[config.mk]
export PLATFORM = sky130hd
export DESIGN_NAME = branch_update_queue
export DESIGN_NICKNAME = d
export VERILOG_FILES = /design/src/rtl/branch_update_queue.sv
export SDC_FILE = /design/constraint.sdc
export NUM_CORES = 1
export LEC_CHECK = 0
export ABC_CLOCK_PERIOD_IN_PS = 11700
export BUFFER_PORTS_ARGS = -buffer_cell sky130_fd_sc_hd__buf_2
export CAP_MARGIN = 20
export CORE_MARGIN = 4
export CORE_UTILIZATION = 60
export CTS_BUF_LIST = sky130_fd_sc_hd__clkbuf_8
export CTS_CLUSTER_DIAMETER = 80
export DETAILED_ROUTE_END_ITERATION = 8
export PLACE_DENSITY_LB_ADDON = 0.3
export RECOVER_POWER = 100
export SYNTH_ARGS = -nofsm -noshare
export SYNTH_HDL_FRONTEND = slang
export SYNTH_SLANG_ARGS = --single-unit
export TNS_END_PERCENT = 30
[constraint.sdc]
create_clock -name clk -period 11.7 [get_ports clk]
set_clock_uncertainty 0.15 [all_clocks]
set_input_delay 1.17 -clock clk [delete_from_list [all_inputs] [get_ports clk]]
set_output_delay 1.17 -clock clk [all_outputs]
set_load 0.02 [all_outputs]
[src/rtl/branch_update_queue.sv]
// branch_update_queue
//
// In-order queue of predicted conditional branches sitting between fetch and
// resolution. Each resolution produces a one-cycle registered update for the
// gshare direction predictor. A mispredicting resolution flushes every younger
// (wrong-path) entry.
//
// Ports:
//   clk            clock, all state changes on the rising edge
//   reset          synchronous, active-low reset
//   enq_val/rdy    fetch handshake; enq_pc/enq_pred give the predicted branch
//   res_val/rdy    resolve handshake for the oldest entry; res_taken is its outcome
//   upd_en         one-cycle predictor update strobe, with upd_val (outcome) and upd_pc
//   mispred        one-cycle pulse, aligned with upd_en, when the prediction was wrong
//   count          current occupancy
//   stat_resolved  resolutions since reset (wraps)
//   stat_mispred   mispredictions since reset (wraps)

module branch_update_queue #(
    parameter int DEPTH = 8,
    parameter int CNT_W = 32
) (
    input  logic                       clk,
    input  logic                       reset,
    input  logic                       enq_val,
    output logic                       enq_rdy,
    input  logic [31:0]                enq_pc,
    input  logic                       enq_pred,
    input  logic                       res_val,
    output logic                       res_rdy,
    input  logic                       res_taken,
    output logic                       upd_en,
    output logic                       upd_val,
    output logic [31:0]                upd_pc,
    output logic                       mispred,
    output logic [$clog2(DEPTH):0]     count,
    output logic [CNT_W-1:0]           stat_resolved,
    output logic [CNT_W-1:0]           stat_mispred
);

    localparam int PTR_W    = $clog2(DEPTH);
    localparam int CNT_BITS = PTR_W + 1;
    localparam logic [CNT_BITS-1:0] FULL_CNT = CNT_BITS'(DEPTH);

    logic [31:0]         pc_mem   [DEPTH];
    logic                pred_mem [DEPTH];

    logic [PTR_W-1:0]    head;
    logic [PTR_W-1:0]    tail;
    logic [CNT_BITS-1:0] occ;

    logic                enq_fire;
    logic                res_fire;
    logic                res_miss;

    // Handshake readiness depends on registered occupancy only, so a full
    // queue never takes an entry even if a resolve frees a slot this cycle.
    assign enq_rdy  = (occ < FULL_CNT);
    assign res_rdy  = (occ != '0);
    assign count    = occ;

    assign enq_fire = enq_val && enq_rdy;
    assign res_fire = res_val && res_rdy;
    assign res_miss = res_fire && (pred_mem[head] != res_taken);

    // NOTE: entry storage has no reset; a slot is only ever read after it has
    // been written, and leaving it unreset lets it map onto plain RAM.
    always_ff @(posedge clk) begin
        if (enq_fire) begin
            pc_mem[tail]   <= enq_pc;
            pred_mem[tail] <= enq_pred;
        end
    end

    // Pointers and occupancy.
    // NOTE: non-blocking assignments here so every register samples the
    // pre-edge values of its neighbours regardless of statement order.
    always_ff @(posedge clk) begin
        if (!reset) begin
            head <= '0;
            tail <= '0;
            occ  <= '0;
        end else if (res_miss) begin
            // Flush: everything younger is wrong-path, including an entry
            // offered in this same cycle (tail is deliberately not advanced).
            head <= tail;
            occ  <= '0;
        end else begin
            if (enq_fire) begin
                tail <= tail + PTR_W'(1);
            end
            if (res_fire) begin
                head <= head + PTR_W'(1);
            end
            case ({enq_fire, res_fire})
                2'b10:   occ <= occ + CNT_BITS'(1);
                2'b01:   occ <= occ - CNT_BITS'(1);
                default: occ <= occ;
            endcase
        end
    end

    // Registered predictor update, one cycle after the resolve edge.
    always_ff @(posedge clk) begin
        if (!reset) begin
            upd_en  <= 1'b0;
            upd_val <= 1'b0;
            upd_pc  <= '0;
            mispred <= 1'b0;
        end else begin
            upd_en  <= res_fire;
            mispred <= res_miss;
            if (res_fire) begin
                upd_val <= res_taken;
                upd_pc  <= pc_mem[head];
            end
        end
    end

    // Statistics counters; natural wrap at 2^CNT_W.
    always_ff @(posedge clk) begin
        if (!reset) begin
            stat_resolved <= '0;
            stat_mispred  <= '0;
        end else begin
            if (res_fire) begin
                stat_resolved <= stat_resolved + CNT_W'(1);
            end
            if (res_miss) begin
                stat_mispred <= stat_mispred + CNT_W'(1);
            end
        end
    end

endmodule

## Word-level counts from Yosys, hierarchy flattened

Memory sizes are Yosys's and may differ from the RTL's. A register that Yosys moved wholly into a read port is not among the register bits.
Cells that the tools add are included.

| cells by class | value |
|---|---|
| $add $sub $neg | 6 |
| magnitude comparators | 1 |
| equality and inequality tests | 3 |
| multiplexer cells | 7 |
| bitwise gates (word level) | 2 |
| reduce and logical (&&, ||, !) cells | 9 |

Operators with widths:

| kind | count |
|---|---|
| adder 32 x 1 -> 32 bit (second input constant) | 2 |
| 2-to-1 mux 3 bit | 4 |
| case mux 4 bit (2 select lines) | 1 |
| adder 3 x 1 -> 3 bit (second input constant) | 2 |
| adder 4 x 1 -> 4 bit (second input constant) | 1 |
| less-than comparator 4 bit (second input constant) | 1 |
| nonzero test 2 bit | 2 |
| nonzero test 4 bit | 1 |
| subtractor 4 x 1 -> 4 bit (second input constant) | 1 |
| logical AND 1 bit | 3 |
| equality test 2 x 1 -> 1 bit (second input constant) | 1 |
| equality test 2 bit (second input constant) | 1 |
| 2-to-1 mux 1 bit | 2 |
| inverter 1 bit | 2 |
| AND reduction 2 bit | 1 |
| OR reduction 2 bit | 1 |
| zero test 1 bit | 1 |
| != test 1 bit | 1 |

| word-level totals | value |
|---|---|
| bits in registers | 77 |
| bits in writable memories | 264 |
| input port bits | 38 |
| output and inout bits | 105 |
| word-level logic and storage cells | 38 |
| memories kept | 2 |

Memories:

| name | depth | bits a word | read ports | clocked after Yosys merged registers in | wr ports | RTL line | source |
|---|---|---|---|---|---|---|---|
| pc_mem | 8 | 32 | 1 | 1 | 1 | 45 | `logic [31:0] pc_mem [DEPTH];` |
| pred_mem | 8 | 1 | 1 | 1 | 1 | 46 | `logic pred_mem [DEPTH];` |

## Longest topological paths before layout

| logic depth | value |
|---|---|
| depth in word-level cells | 6 |
| mapped depth | 11 |
| gate-level depth less buffers | 9 |

## Least setup slack after synthesis

No wires, ideal clock.

| path | value |
|---|---|
| kind | input port to flip-flop |
| start | in enq_val |
| end | mem pc_mem[2][0], enable pin |
| library setup time | 0.518 ns |
| arrival time | 5.022 ns |
| required time | 11.032 ns |
| path slack | 6.010 ns |
| stages | 3 |
| path buffers | 0 |
| cells stage by stage | nor2b_1 -> inv_1 -> nor4b_1 |

| between the ends | value |
|---|---|
| word-level cells in the longest chain between the ends | 3 |

RTL lines:

| element | RTL line | source |
|---|---|---|
| start: declaration | 25 | `input logic enq_val,` |
| logical AND 1 bit | 62 | `assign enq_fire = enq_val && enq_rdy;` |
| 2-to-1 mux 1 bit | 69 | `if (enq_fire) begin` |
| 2-to-1 mux 1 bit (not written as such) | 70 | `pc_mem[tail] <= enq_pc;` |
| end: declaration | 45 |  |

Every way passes these cells.

==> metrics.yaml <==
grt-ovfl-total: 0
yosys_register_bits: 376
rows: 57
worstSetupStartpointType: "input pin"
num_vias: 8923
crit_type: "input pin to flip-flop"
dpl.cell_count: 1414
r2r_cells: 4
arrival_ps: 5900
first_iter_violations: 882
drc: 0
busiest_layer: "met2"
reg2reg_to: "pc_mem[3][5]"
die_area_sq_um: 27600
rsz0062_at_grt: "false"
cts_htree_levels: 2
setup_viol: 0
path_clk_slew_ps: 60
grtUsageMet2_pct: 36.2
use_met3_pct: 4.74
ant_nets: 0
switching_share_pct: 30.7
async_flop_share_pct: 0
p_per_area_nw_per_um2: 208
hold-path-endpoint: "stat_mispred[31]"
min_path_type: "flip-flop to flip-flop"
die_h_um: 166
synth_edf_count: 264
p_leak_uw: 0.00533
cts_root_buf: "clkbuf_8"
drive_above_1_share_pct: 12.6
fillers: 1725
cp.required_ps: 12080
clkSinkCount: 376
min_period_over_period_pct: 47.2
synthSimpleGateAreaFrac_pct: 9.03
critical-path-slowest-cell: "clkbuf_1"
grt_start_max_net_pins: 81
post_cts_buffers: 0
hold_buffers: 0
start_util_pct: 61.3
syn-cell-area_sq_um: 15000
final_cells: 1521
yosys.area_share.adder_pct: 0.718
area_delta_synth_final_pct: 12.4
irDropWorstVdd_uv: 136
cts_buffer_depth: 3
cpMostUsedCell: "clkbuf_1"
worst_slew_pin_slew_ps: 3870
crit_family: "buffers and inverters"
synth-compound-area-share_pct: 5.02
synth_warnings: 0
place.gp.congestion: 0.745
die_w_um: 166
use_met1_pct: 29.3
cap_violations: 10
startpoint: "reset"
rr_startpoint: "count[3]"
synthCells: 987
grt_first_pass_wirelength_mm: 48.2
seqPwrFrac_pct: 48.3
worst-path-buf-inv: 4
syn-num-nets: 1033
syn_area_per_cell_sq_um: 15.2
synthXorXnorAreaFrac_pct: 1.40
final_nets: 1195
combinationalPowerShare_pct: 23.6
slew_violations: 415
hpwlAfterDp_mm: 16.9
grt_pass1_vias: 8854
cts_tree: "built"
fmax_mhz: 181
timing.slew.headroom_pct: -158
p_switching_uw: 1080
outcome: "finished with violations"
ys_types: 49
synth.area.mux_share_pct: 14.2
core_area_sq_um: 24500
io_pins: 143
crit_chain: "buf_2, clkbuf_1, clkinv_1, clkbuf_1, nor4_1, o21bai_1"
p_clk_share_pct: 28.1
hold_path_depth: 2
io_buffers: 142
hold_violations: 0
slowest_delay_ps: 2010
wl_mm: 30.3
fin_crit_ps: 5520
finalSetupTns_ps: 0
failed_checks: "max-capacitance violations, max-slew violations"
critical_path_peak_fanout: 71
yosysSeqAreaShare_pct: 67.9
cts_buffers: 57
synth_top_flop_cell: "edfxtp_1"
antenna_found_initial: 1
grt_use_total_pct: 21.7
synth_top_family_by_area: "multiplexers"
hp-start: "stat_mispred[31]"
cp-end-kind: "flip-flop"
insertion_delay_ps: 600
internal_power_uw: 2440
dr.pass1.iters: 6
via_per_inst: 5.87
ff2ff_setup_slack_ps: 8090
wl_per_cell_um: 19.9
cts_resized: 0
[final cells by class]
type / instances / area, sq um / share of cell area (%)
well taps: 324 / 405 / 2.41
multi-input cells: 547 / 4560 / 27.0
diodes: 1 / 2.50 / 0.0149
flip-flops and latches: 376 / 10200 / 60.4
clock inverters: 45 / 221 / 1.31
clock buffers: 61 / 840 / 4.98
inverters: 11 / 43.8 / 0.260
repair buffers: 156 / 604 / 3.59
[sequential cells by signal (all words and copies together) (netlist names), named ones only]
signal and count:
pred_mem 8, stat_mispred 32, tail 3, stat_resolved 32, head 3, upd_en 1
count 4, pc_mem 256, upd_pc 32, upd_val 1, mispred 1
[stage by stage]
| stage | utilization (%) | total power [uW] | hold slack (ps) | area, sq um | worst slack [ps] |
|---|---|---|---|---|---|
| 2_1_floorplan | - | 2340 | 385 | 15000 | 6010 |
| 3_3_place_gp | 65.5 | 2560 | 310 | 16000 | 7940 |
| 3_5_place_dp | 65.5 | 2580 | 317 | 16000 | 7840 |
| 4_1_cts | 69.9 | 3570 | 325 | 17100 | 8200 |
| 5_1_grt | 68.9 | 3710 | 336 | 16800 | 5580 |
| 6_report | 68.9 | 3510 | 332 | 16800 | 6180 |
[placed cells by master, fill, tap and decap left out, types with 3 or more instances in the layout]
| cell type | instances |
|---|---|
| nor2b_1 | 3 |
| and4_1 | 7 |
| nor3_1 | 12 |
| clkbuf_8 | 61 |
| a21oi_1 | 41 |
| dfxtp_1 | 109 |
| clkinv_1 | 7 |
| buf_4 | 4 |
| inv_1 | 42 |
| nand2_1 | 65 |
| edfxtp_1 | 264 |
| or3_1 | 8 |
| and3_1 | 6 |
| clkbuf_1 | 149 |
| xnor2_1 | 11 |
| and2_1 | 4 |
| a211oi_1 | 37 |
| o21ai_0 | 10 |
| a21o_1 | 6 |
| nand4_1 | 20 |
| or4_1 | 4 |
| buf_2 | 3 |
| ha_1 | 7 |
| a21boi_0 | 4 |
| nor2_1 | 68 |
| nand2b_1 | 31 |
| mux4_2 | 64 |
| nand3_1 | 31 |
| xor2_1 | 13 |
| nor4_1 | 6 |
| mux2i_1 | 66 |
[worst max-delay path by stage]
stage	endpoint	depth (start not counted)
CTS	count[3]	9
global route	stat_resolved[26]	6
floorplan	pc_mem[2][0]	3
detailed placement	count[3]	10
finish	stat_resolved[26]	6
global placement	count[3]	10
[layer usage]
metal	vias up	share of wire, %
li1	4153	-
met1	4417	42
met2	302	49
met3	49	6.7
met4	2	1.7
met5	-	0.066
[worst reg2reg max path, delay by kind of cell, from the launching register on]
family                 cells  cell delay, ps
flip-flops                 1             380
buffers and inverters      1            1810
AND/OR/NAND/NOR            3             790
[power by group through the flow]
stage          Sequential, uW  Combinational, uW  Clock (uW)
6_report                 1700                829         988
2_1_floorplan            1730                611           0
4_1_cts                  1700                865        1010
3_3_place_gp             1710                845           0
3_5_place_dp             1720                862           0
5_1_grt                  1720                913        1080
[cell families (layout without fill, tap and decap cells)]
family / count (synthesis) / in the layout
other: 0 / 1
adders and majority gates: 8 / 8
xor gates and xnor gates: 24 / 24
DFF: 376 / 376
buffers and inverters: 64 / 273
and+or+nand+nor: 271 / 271
muxes: 132 / 132
AOI/OAI and AO/OA: 112 / 112
[synth_stat cells, types with 7 or more instances]
cell      instances  area share, %
a211oi_1         37            1.9
a21oi_1          41            1.4
and4_1            7           0.41
buf_2             7           0.23
clkbuf_1         38           0.95
dfxtp_1         112             15
edfxtp_1        264             53
ha_1              7           0.58
inv_1             9           0.23
mux2i_1          66            4.4
mux4_2           64            9.6
nand2_1          65            1.6
nand2b_1         31            1.3
nand3_1          31            1.0
nand4_1          20           0.84
nor2_1           69            1.7
nor3_1           12           0.40
o21ai_0          10           0.33
or3_1             8           0.33
xnor2_1          11           0.64
xor2_1           13           0.76
Power figures use the tool's default switching activity.
